File: config.mk
export PLATFORM = sky130hd
export DESIGN_NAME = fp_multiplier_pipe
export DESIGN_NICKNAME = d
export VERILOG_FILES = /design/src/rtl/fp_multiplier_pipe.sv
export SDC_FILE = /design/constraint.sdc
export NUM_CORES = 2
export LEC_CHECK = 0
export CAP_MARGIN = 30
export CORE_UTILIZATION = 44
export CTS_BUF_LIST = sky130_fd_sc_hd__clkbuf_16
export DETAILED_ROUTE_END_ITERATION = 12
export GPL_ROUTABILITY_DRIVEN = 0
export PLACE_DENSITY = 0.59
export SETUP_SLACK_MARGIN = 0.02
export SLEW_MARGIN = 10
export SYNTH_ARGS = -nofsm -noshare
export SYNTH_HDL_FRONTEND = slang
export SYNTH_SLANG_ARGS = --single-unit
File: constraint.sdc
create_clock -name clk -period 8.3 [get_ports clk]
set_clock_uncertainty 0.05 [all_clocks]
set_input_delay 2.075 -clock clk [delete_from_list [all_inputs] [get_ports clk]]
set_output_delay 2.075 -clock clk [all_outputs]
set_load 0.01 [all_outputs]
File: src/rtl/fp_multiplier_pipe.sv
// Pipelined floating-point multiplier with configurable exponent and fraction
// widths. Rounding is round-to-nearest-even. Denormal inputs are flushed to
// zero and no denormals are produced. Four register ranks are used: unpack,
// multiply, normalise, then round/pack into the output register. The design
// uses a valid/ready handshake with a global enable. Bubbles travel with the
// data and are not collapsed.
module fp_multiplier_pipe #(
  parameter int EXP_W = 8,
  parameter int MAN_W = 23
) (
  input  logic                     clk,
  input  logic                     reset,
  input  logic                     en,
  input  logic                     in_valid,
  output logic                     in_ready,
  input  logic [EXP_W+MAN_W:0]     inputA,
  input  logic [EXP_W+MAN_W:0]     inputB,
  output logic                     out_valid,
  input  logic                     out_ready,
  output logic [EXP_W+MAN_W:0]     result,
  output logic                     OF,
  output logic                     UF
);

  localparam int EW2  = EXP_W + 2;
  localparam int PW   = 2 * MAN_W + 2;
  localparam int BIAS = (1 << (EXP_W - 1)) - 1;
  localparam int EMAX = (1 << EXP_W) - 1;

  localparam logic signed [EW2-1:0] BIAS_S = EW2'(BIAS);
  localparam logic signed [EW2-1:0] EMAX_S = EW2'(EMAX);

  // Stage valid bits and output registers
  logic r_s1_valid, r_s2_valid, r_s3_valid, r_out_valid;
  logic [EXP_W+MAN_W:0] r_result;
  logic r_of, r_uf;

  // Stage 1 unpack registers
  logic                  r_s1_sign, r_s1_nan, r_s1_inf, r_s1_zero;
  logic signed [EW2-1:0] r_s1_esum;
  logic [MAN_W:0]        r_s1_ma, r_s1_mb;

  // Stage 2 product registers
  logic                  r_s2_sign, r_s2_nan, r_s2_inf, r_s2_zero;
  logic signed [EW2-1:0] r_s2_esum;
  logic [PW-1:0]         r_s2_prod;

  // Stage 3 normalise registers
  logic                  r_s3_sign, r_s3_nan, r_s3_inf, r_s3_zero;
  logic signed [EW2-1:0] r_s3_esum;
  logic [MAN_W:0]        r_s3_mant;
  logic                  r_s3_guard, r_s3_sticky;

  // A stalled output blocks the whole pipe; en overrides out_ready.
  logic w_advance;
  assign w_advance = en && (!r_out_valid || out_ready);
  assign in_ready  = w_advance && reset;

  assign out_valid = r_out_valid;
  assign result    = r_result;
  assign OF        = r_of;
  assign UF        = r_uf;

  // Stage 1 combinational: operand field extraction and classification
  logic                  w_sign_a, w_sign_b;
  logic [EXP_W-1:0]      w_exp_a, w_exp_b;
  logic [MAN_W-1:0]      w_frac_a, w_frac_b;
  logic                  w_zero_a, w_zero_b, w_nan_a, w_nan_b, w_inf_a, w_inf_b;
  logic signed [EW2-1:0] w_esum;

  assign {w_sign_a, w_exp_a, w_frac_a} = inputA;
  assign {w_sign_b, w_exp_b, w_frac_b} = inputB;
  // Any zero exponent counts as zero, so denormal inputs flush here.
  assign w_zero_a = (w_exp_a == '0);
  assign w_zero_b = (w_exp_b == '0);
  assign w_nan_a  = (w_exp_a == '1) && (w_frac_a != '0);
  assign w_nan_b  = (w_exp_b == '1) && (w_frac_b != '0);
  assign w_inf_a  = (w_exp_a == '1) && (w_frac_a == '0);
  assign w_inf_b  = (w_exp_b == '1) && (w_frac_b == '0);
  assign w_esum   = $signed({2'b00, w_exp_a}) + $signed({2'b00, w_exp_b}) - BIAS_S;

  // Stage 3 combinational: one-bit normalisation plus guard/sticky extraction
  logic                  w_norm_hi;
  logic [MAN_W:0]        w_norm_mant;
  logic                  w_norm_guard, w_norm_sticky;
  logic signed [EW2-1:0] w_norm_esum;

  assign w_norm_hi     = r_s2_prod[PW-1];
  assign w_norm_mant   = w_norm_hi ? r_s2_prod[PW-1:MAN_W+1] : r_s2_prod[PW-2:MAN_W];
  assign w_norm_guard  = w_norm_hi ? r_s2_prod[MAN_W] : r_s2_prod[MAN_W-1];
  assign w_norm_sticky = w_norm_hi ? (|r_s2_prod[MAN_W-1:0]) : (|r_s2_prod[MAN_W-2:0]);
  assign w_norm_esum   = r_s2_esum + $signed({{(EW2-1){1'b0}}, w_norm_hi});

  // Output combinational: round-to-nearest-even, renormalise on carry, then pack
  logic                  w_round_up, w_carry;
  logic [MAN_W+1:0]      w_rsum;
  logic [MAN_W-1:0]      w_frac;
  logic signed [EW2-1:0] w_esum_f;
  logic [EXP_W+MAN_W:0]  w_res;
  logic                  w_of, w_uf;

  assign w_round_up = r_s3_guard && (r_s3_sticky || r_s3_mant[0]);
  assign w_rsum     = {1'b0, r_s3_mant} + (MAN_W+2)'(w_round_up);
  assign w_carry    = w_rsum[MAN_W+1];
  assign w_frac     = w_carry ? w_rsum[MAN_W:1] : w_rsum[MAN_W-1:0];
  assign w_esum_f   = r_s3_esum + $signed({{(EW2-1){1'b0}}, w_carry});

  // Special-case priority: NaN, infinity, zero, overflow, underflow, normal
  always_comb begin
    // NOTE: every always_comb output gets a default first so no path leaves it unassigned (no latch).
    w_res = {r_s3_sign, w_esum_f[EXP_W-1:0], w_frac};
    w_of  = 1'b0;
    w_uf  = 1'b0;
    if (r_s3_nan) begin
      w_res = {1'b0, {EXP_W{1'b1}}, {MAN_W{1'b1}}};
    end else if (r_s3_inf) begin
      w_res = {r_s3_sign, {EXP_W{1'b1}}, {MAN_W{1'b0}}};
    end else if (r_s3_zero) begin
      w_res = {r_s3_sign, {EXP_W{1'b0}}, {MAN_W{1'b0}}};
    end else if (w_esum_f >= EMAX_S) begin
      w_res = {r_s3_sign, {EXP_W{1'b1}}, {MAN_W{1'b0}}};
      w_of  = 1'b1;
    end else if (w_esum_f <= '0) begin
      w_res = {r_s3_sign, {EXP_W{1'b0}}, {MAN_W{1'b0}}};
      w_uf  = 1'b1;
    end
  end

  // Control path: valid bits and output register, cleared by reset, held on stall
  always_ff @(posedge clk) begin
    // NOTE: sequential state uses non-blocking assignments so every stage samples pre-edge values.
    if (!reset) begin
      r_s1_valid  <= 1'b0;
      r_s2_valid  <= 1'b0;
      r_s3_valid  <= 1'b0;
      r_out_valid <= 1'b0;
      r_result    <= '0;
      r_of        <= 1'b0;
      r_uf        <= 1'b0;
    end else if (w_advance) begin
      r_s1_valid  <= in_valid;
      r_s2_valid  <= r_s1_valid;
      r_s3_valid  <= r_s2_valid;
      r_out_valid <= r_s3_valid;
      r_result    <= w_res;
      r_of        <= w_of;
      r_uf        <= w_uf;
    end
  end

  // Datapath stage registers, gated only by advance
  always_ff @(posedge clk) begin
    // NOTE: payload registers skip reset; the valid bits alone say whether they mean anything.
    if (w_advance) begin
      r_s1_sign   <= w_sign_a ^ w_sign_b;
      r_s1_nan    <= w_nan_a || w_nan_b || (w_zero_a && w_inf_b) || (w_inf_a && w_zero_b);
      r_s1_inf    <= w_inf_a || w_inf_b;
      r_s1_zero   <= w_zero_a || w_zero_b;
      r_s1_esum   <= w_esum;
      r_s1_ma     <= {1'b1, w_frac_a};
      r_s1_mb     <= {1'b1, w_frac_b};

      r_s2_sign   <= r_s1_sign;
      r_s2_nan    <= r_s1_nan;
      r_s2_inf    <= r_s1_inf;
      r_s2_zero   <= r_s1_zero;
      r_s2_esum   <= r_s1_esum;
      r_s2_prod   <= PW'(r_s1_ma) * PW'(r_s1_mb);

      r_s3_sign   <= r_s2_sign;
      r_s3_nan    <= r_s2_nan;
      r_s3_inf    <= r_s2_inf;
      r_s3_zero   <= r_s2_zero;
      r_s3_esum   <= w_norm_esum;
      r_s3_mant   <= w_norm_mant;
      r_s3_guard  <= w_norm_guard;
      r_s3_sticky <= w_norm_sticky;
    end
  end

endmodule

* After elaboration in Yosys (flattened, before gate mapping) *
Index checks and enable logic that the tools add are counted.

cells by class
  add/subtract/negate cells = 5
  multipliers = 1
  divide/modulo/power cells = 0
  $lt $le $gt $ge = 2
  equal/unequal tests = 2
  shift operators = 0
  mux-type cells = 18
  bitwise gates (word level) = 1
  reductions and logical operators = 25

operator list
  cell                    count
  $mux W31                4
  $mul A24 B24 Y48        1
  $logic_not A23 Y1       2
  $mux W23                2
  $reduce_bool A23 Y1     2
  $mux W32                1
  $add A24 B1 Y25         1
  $reduce_or A23 Y1       1
  $reduce_or A22 Y1       1
  $add A10 B2 Y10         2
  $eq A8 B8 Y1 const B    2
  $logic_not A8 Y1        2
  $mux W1                 11
  $ge A10 B9 Y1 const B   1
  $le A10 B1 Y1 const B   1
  $sub A9 B7 Y10 const B  1
  $add A8 B8 Y9           1
  $logic_and A1 B1 Y1     9
  $logic_or A1 B1 Y1      7
  $logic_not A1 Y1        1
  $xor A1 B1 Y1           1

word-level totals
  register bits = 200
  latch bits = 0
  RAM bits = 0
  bits in read-only memories = 0
  input bits = 69
  output and inout bits = 36
  word-level logic and storage cells = 83
  memories kept = 0

* Depth between registers and ports, before layout *
  depth in word-level cells = 10
  mapped depth = 26
  depth with buffers taken out = 24

* Worst setup path before layout *
No wires, ideal clock.

  path kind = input to register
  from = input port en
  to = register r_result[10] (netlist: result[10])
  library setup time = 0.090 ns
  arrival time = 7.444 ns
  data required time = 8.160 ns
  path slack = 0.716 ns
  cell stages on the path = 5
  buffers on the path = 1
  path through = o21ai_0 inv_1 clkbuf_1 o21ai_0 a21oi_1

on the way
  word-level cells in the longest chain between the ends = 1

RTL lines
  item                  line  source
  from (decl)           13    input logic en,
  $logic_and A1 B1 Y1   56    assign w_advance = en && (!r_out_valid || out_ready);
  named net w_advance   55    logic w_advance;
  to (signal assigned)  145   r_result <= w_res;
  to (decl)             35    logic [EXP_W+MAN_W:0] r_result;

The timed path passes the listed nets, and every way through them passes these cells.
A chain may end at the register's enable or synchronous reset.

* Worst setup path in the final report *
  from = register r_s1_ma[20]
  to = register r_s2_prod[43], data pin

on the way
  word-level cells in the longest chain between the ends = 1

RTL lines
  item                    line  source
  from (decl)             41    logic [MAN_W:0] r_s1_ma, r_s1_mb;
  from (signal assigned)  160   r_s1_ma <= {1'b1, w_frac_a};
  $mul A24 B24 Y48        168   r_s2_prod <= PW'(r_s1_ma) * PW'(r_s1_mb);
  to (signal assigned)    168
  to (decl)               46    logic [PW-1:0] r_s2_prod;

No other way between the ends.

==> reports/metrics.cfg <==
[status]
status = finished clean

[finish]
layout_common_cells = inv_1 (594), fa_1 (483), nand2_1 (314)
multi_input_area_um2 = 18520
syn2layout_area_growth_pct = 10.29
layout_commonest_cell = inv_1
nFillCells = 5590
area.sequential_um2 = 5625
fin_nets = 3513
layout-drive-gt1-share = 0.05036

[drt]
wl_per_cell_um = 20.37
via_count = 18720
drc = 0
postRouteAntennaNets = 0
wl_mm = 72.56
drtPass1Iterations = 7
via_per_inst = 5.255
drt_iter0_drc = 1049

[sta]
final.period_utilization = 0.9289
max_slew_margin = 0.2874
slew_violations = 0
rsz0062_at_grt = no
max_clock_freq_mhz = 129.7
worst_slew_pin_slew_ns = 1.069
hold_violations = 0
finalSetupViolCount = 0
min_period_ns = 7.710
tns_ns = 0

[clock_network]
clkTransAtPathRegs_ns = 0.10
insertion_delay_ns = 0.52
numClockSinks = 200
post_cts_buffers = 0
cts_made_buffers = 17
clockBufferDepth = 2
root_buffer = clkbuf_16
htreeDepth = 4
hold_buffers = 0
cts_tree = yes
ctsResizeCount = 0

[floorplanning]
rows = 90
fp.dieH_um = 249.0
initial_utilization = 0.4446
io_pins = 105
fp.coreArea_um2 = 60360
design.die.area_um2 = 61980
die_w_um = 249.0

[logic_synthesis]
synth_seq_cells = 200
avgSynthCellArea_um2 = 9.928
ys_seq_area_frac = 0.2096
synth_area_leader_cell = fa_1
yosysWarningCount = 0
syn_area_um2 = 26840
netlist_top_cells_area = fa_1 (36%), edfxtp_1 (18%), ha_1 (9.0%), inv_1 (8.3%), and2_1 (6.0%)
async_flop_share = 0
ys_types = 72
synth_nets = 3449
synth_edf_count = 162
syn_inst = 2703
synth_top_cell_area_share = 0.3603
synthFlopType = edfxtp_1

[critical_path]
ff2ff_path_depth = 22
cp.arrival_ns = 7.92
required_ns = 8.51
critPathMaxFanout = 17
crit_type = reg2reg
path_cells = buf_4 > and2_1 > fa_1 > inv_1 > fa_1 > fa_1 > inv_1 > fa_1 > inv_1 > fa_1 > fa_1 > fa_1 > inv_1 > ha_1 > and3_1 > and2_1 > a221oi_1 > o22ai_1 > nor4b_1 > o211ai_1 > a21boi_1 > xnor2_1
max_stage_delay_ns = 1.07
cp-end-kind = flop
path_common_cell = fa_1
critPathLaunchType = flop
crit_slowest_cell = edfxtp_1
timing.reg2reg.setup_slack_ns = 0.59
worstReg2RegStart = r_s1_ma[20]
reg2reg_to = r_s2_prod[43]

[worst_hold_path]
hp-class = reg2reg
min_to = r_s2_esum[7]
min_from = r_s1_esum[7]
hold_depth = 0

[flow_run]
drv_cap = 0

[global_route]
grt_remaining_overflow = 0
grt_pass1_vias = 19910
grt_max_degree = 69
grtUsageTotal = 0.2434
grt_pass1_wl_mm = 114.1
antenna_found_initial = 1

[placement]
port_buffers = 104
hpwl_mm = 58.66

final cells by class:
cell class	count	area share
multi-input combinational	1787	0.6257
sequential	200	0.1901
inverter	598	0.07601
timing repair buffer	163	0.05276
tap	782	0.03306
clock buffer	17	0.01437
clock inverter	15	0.007948
antenna	1	0.00008455
worst max-delay path by stage:
stage               slack, ns  cells past startpoint             to        start
finish                   0.59                     22  r_s2_prod[43]  r_s1_ma[20]
global route             0.25                     22  r_s2_prod[43]   r_s1_mb[0]
CTS                      0.63                     22  r_s2_prod[43]  r_s1_ma[20]
global placement         0.78                     23  r_s2_prod[32]   r_s1_mb[1]
detailed placement       0.66                     22  r_s2_prod[43]  r_s1_ma[20]
floorplan                0.72                      5     result[10]           en
cells in the mapped netlist (all sizes together), types with 3 or more instances:
| library cell | number |
|---|---|
| a21o | 25 |
| a21boi | 7 |
| a211oi | 4 |
| or3 | 5 |
| buf | 6 |
| nand2 | 314 |
| and2 | 257 |
| dfxtp | 38 |
| a31oi | 6 |
| o211ai | 9 |
| clkinv | 3 |
| inv | 595 |
| o22ai | 4 |
| o21bai | 5 |
| o221a | 8 |
| nand4 | 16 |
| ha | 194 |
| and3 | 16 |
| nor3 | 12 |
| fa | 483 |
| o41ai | 4 |
| xor2 | 41 |
| nand3b | 3 |
| a21oi | 79 |
| a211o | 3 |
| a221o | 4 |
| nand3 | 32 |
| mux2 | 24 |
| clkbuf | 112 |
| o311ai | 3 |
| a31o | 3 |
| o21ai | 35 |
| nor4 | 19 |
| nor2 | 81 |
| nor2b | 11 |
| edfxtp | 162 |
| xnor2 | 40 |
| and4 | 9 |
| o21a | 5 |
worst max-delay path, delay by kind of cell, from the launching register on:
kind            cells  cell delay [ns]
compound gates      4             0.99
xor+xnor            1             0.09
fa+ha+maj           8             3.68
buf+inv             5             0.55
flops               1             1.07
simple gates        4             0.99
flip-flops by register name (all words and copies together), names as in the netlist, 10 cells and up:
signal     cells
r_s1_ma       23
r_s3_mant     24
result        32
r_s2_prod     48
r_s1_mb       23
r_s2_esum     10
r_s1_esum     10
r_s3_esum     10
cell families after synthesis:
logic type / synth area share
AO/OA/AOI/OAI: 0.05665
multiplexers: 0.01044
adder cells (fa/ha/maj): 0.4508
buffers and inverters: 0.1003
AND/OR/NAND/NOR: 0.1455
XOR/XNOR: 0.02672
flip-flops: 0.2096
stage by stage:
stage	hold slack [ns]	cell area [um^2]	cells	utilization	setup WS, ns
CTS	0.3736	29520	3558	0.4891	0.6284
finish	0.3722	29600	3563	0.4903	0.5905
floorplan	0.3503	26840	2703	-	0.7159
global route	0.3778	29600	3563	0.4903	0.2489
detailed placement	0.3545	28860	3526	0.4782	0.6564
global placement	0.3527	28800	3523	0.4772	0.7758
routing by layer:
| layer | up-vias | track usage | wire length [um] |
|---|---|---|---|
| met5 | - | 0 | 0 |
| met3 | 120 | 0.05684 | 5092 |
| met1 | 9522 | 0.3277 | 31950 |
| met2 | 637 | 0.3814 | 33020 |
| li1 | 8443 | - | - |
| met4 | 0 | 0.09388 | 2503 |
Power is not shown: default switching activity piles up to over one toggle a cycle in this logic, so the estimate is an artifact.
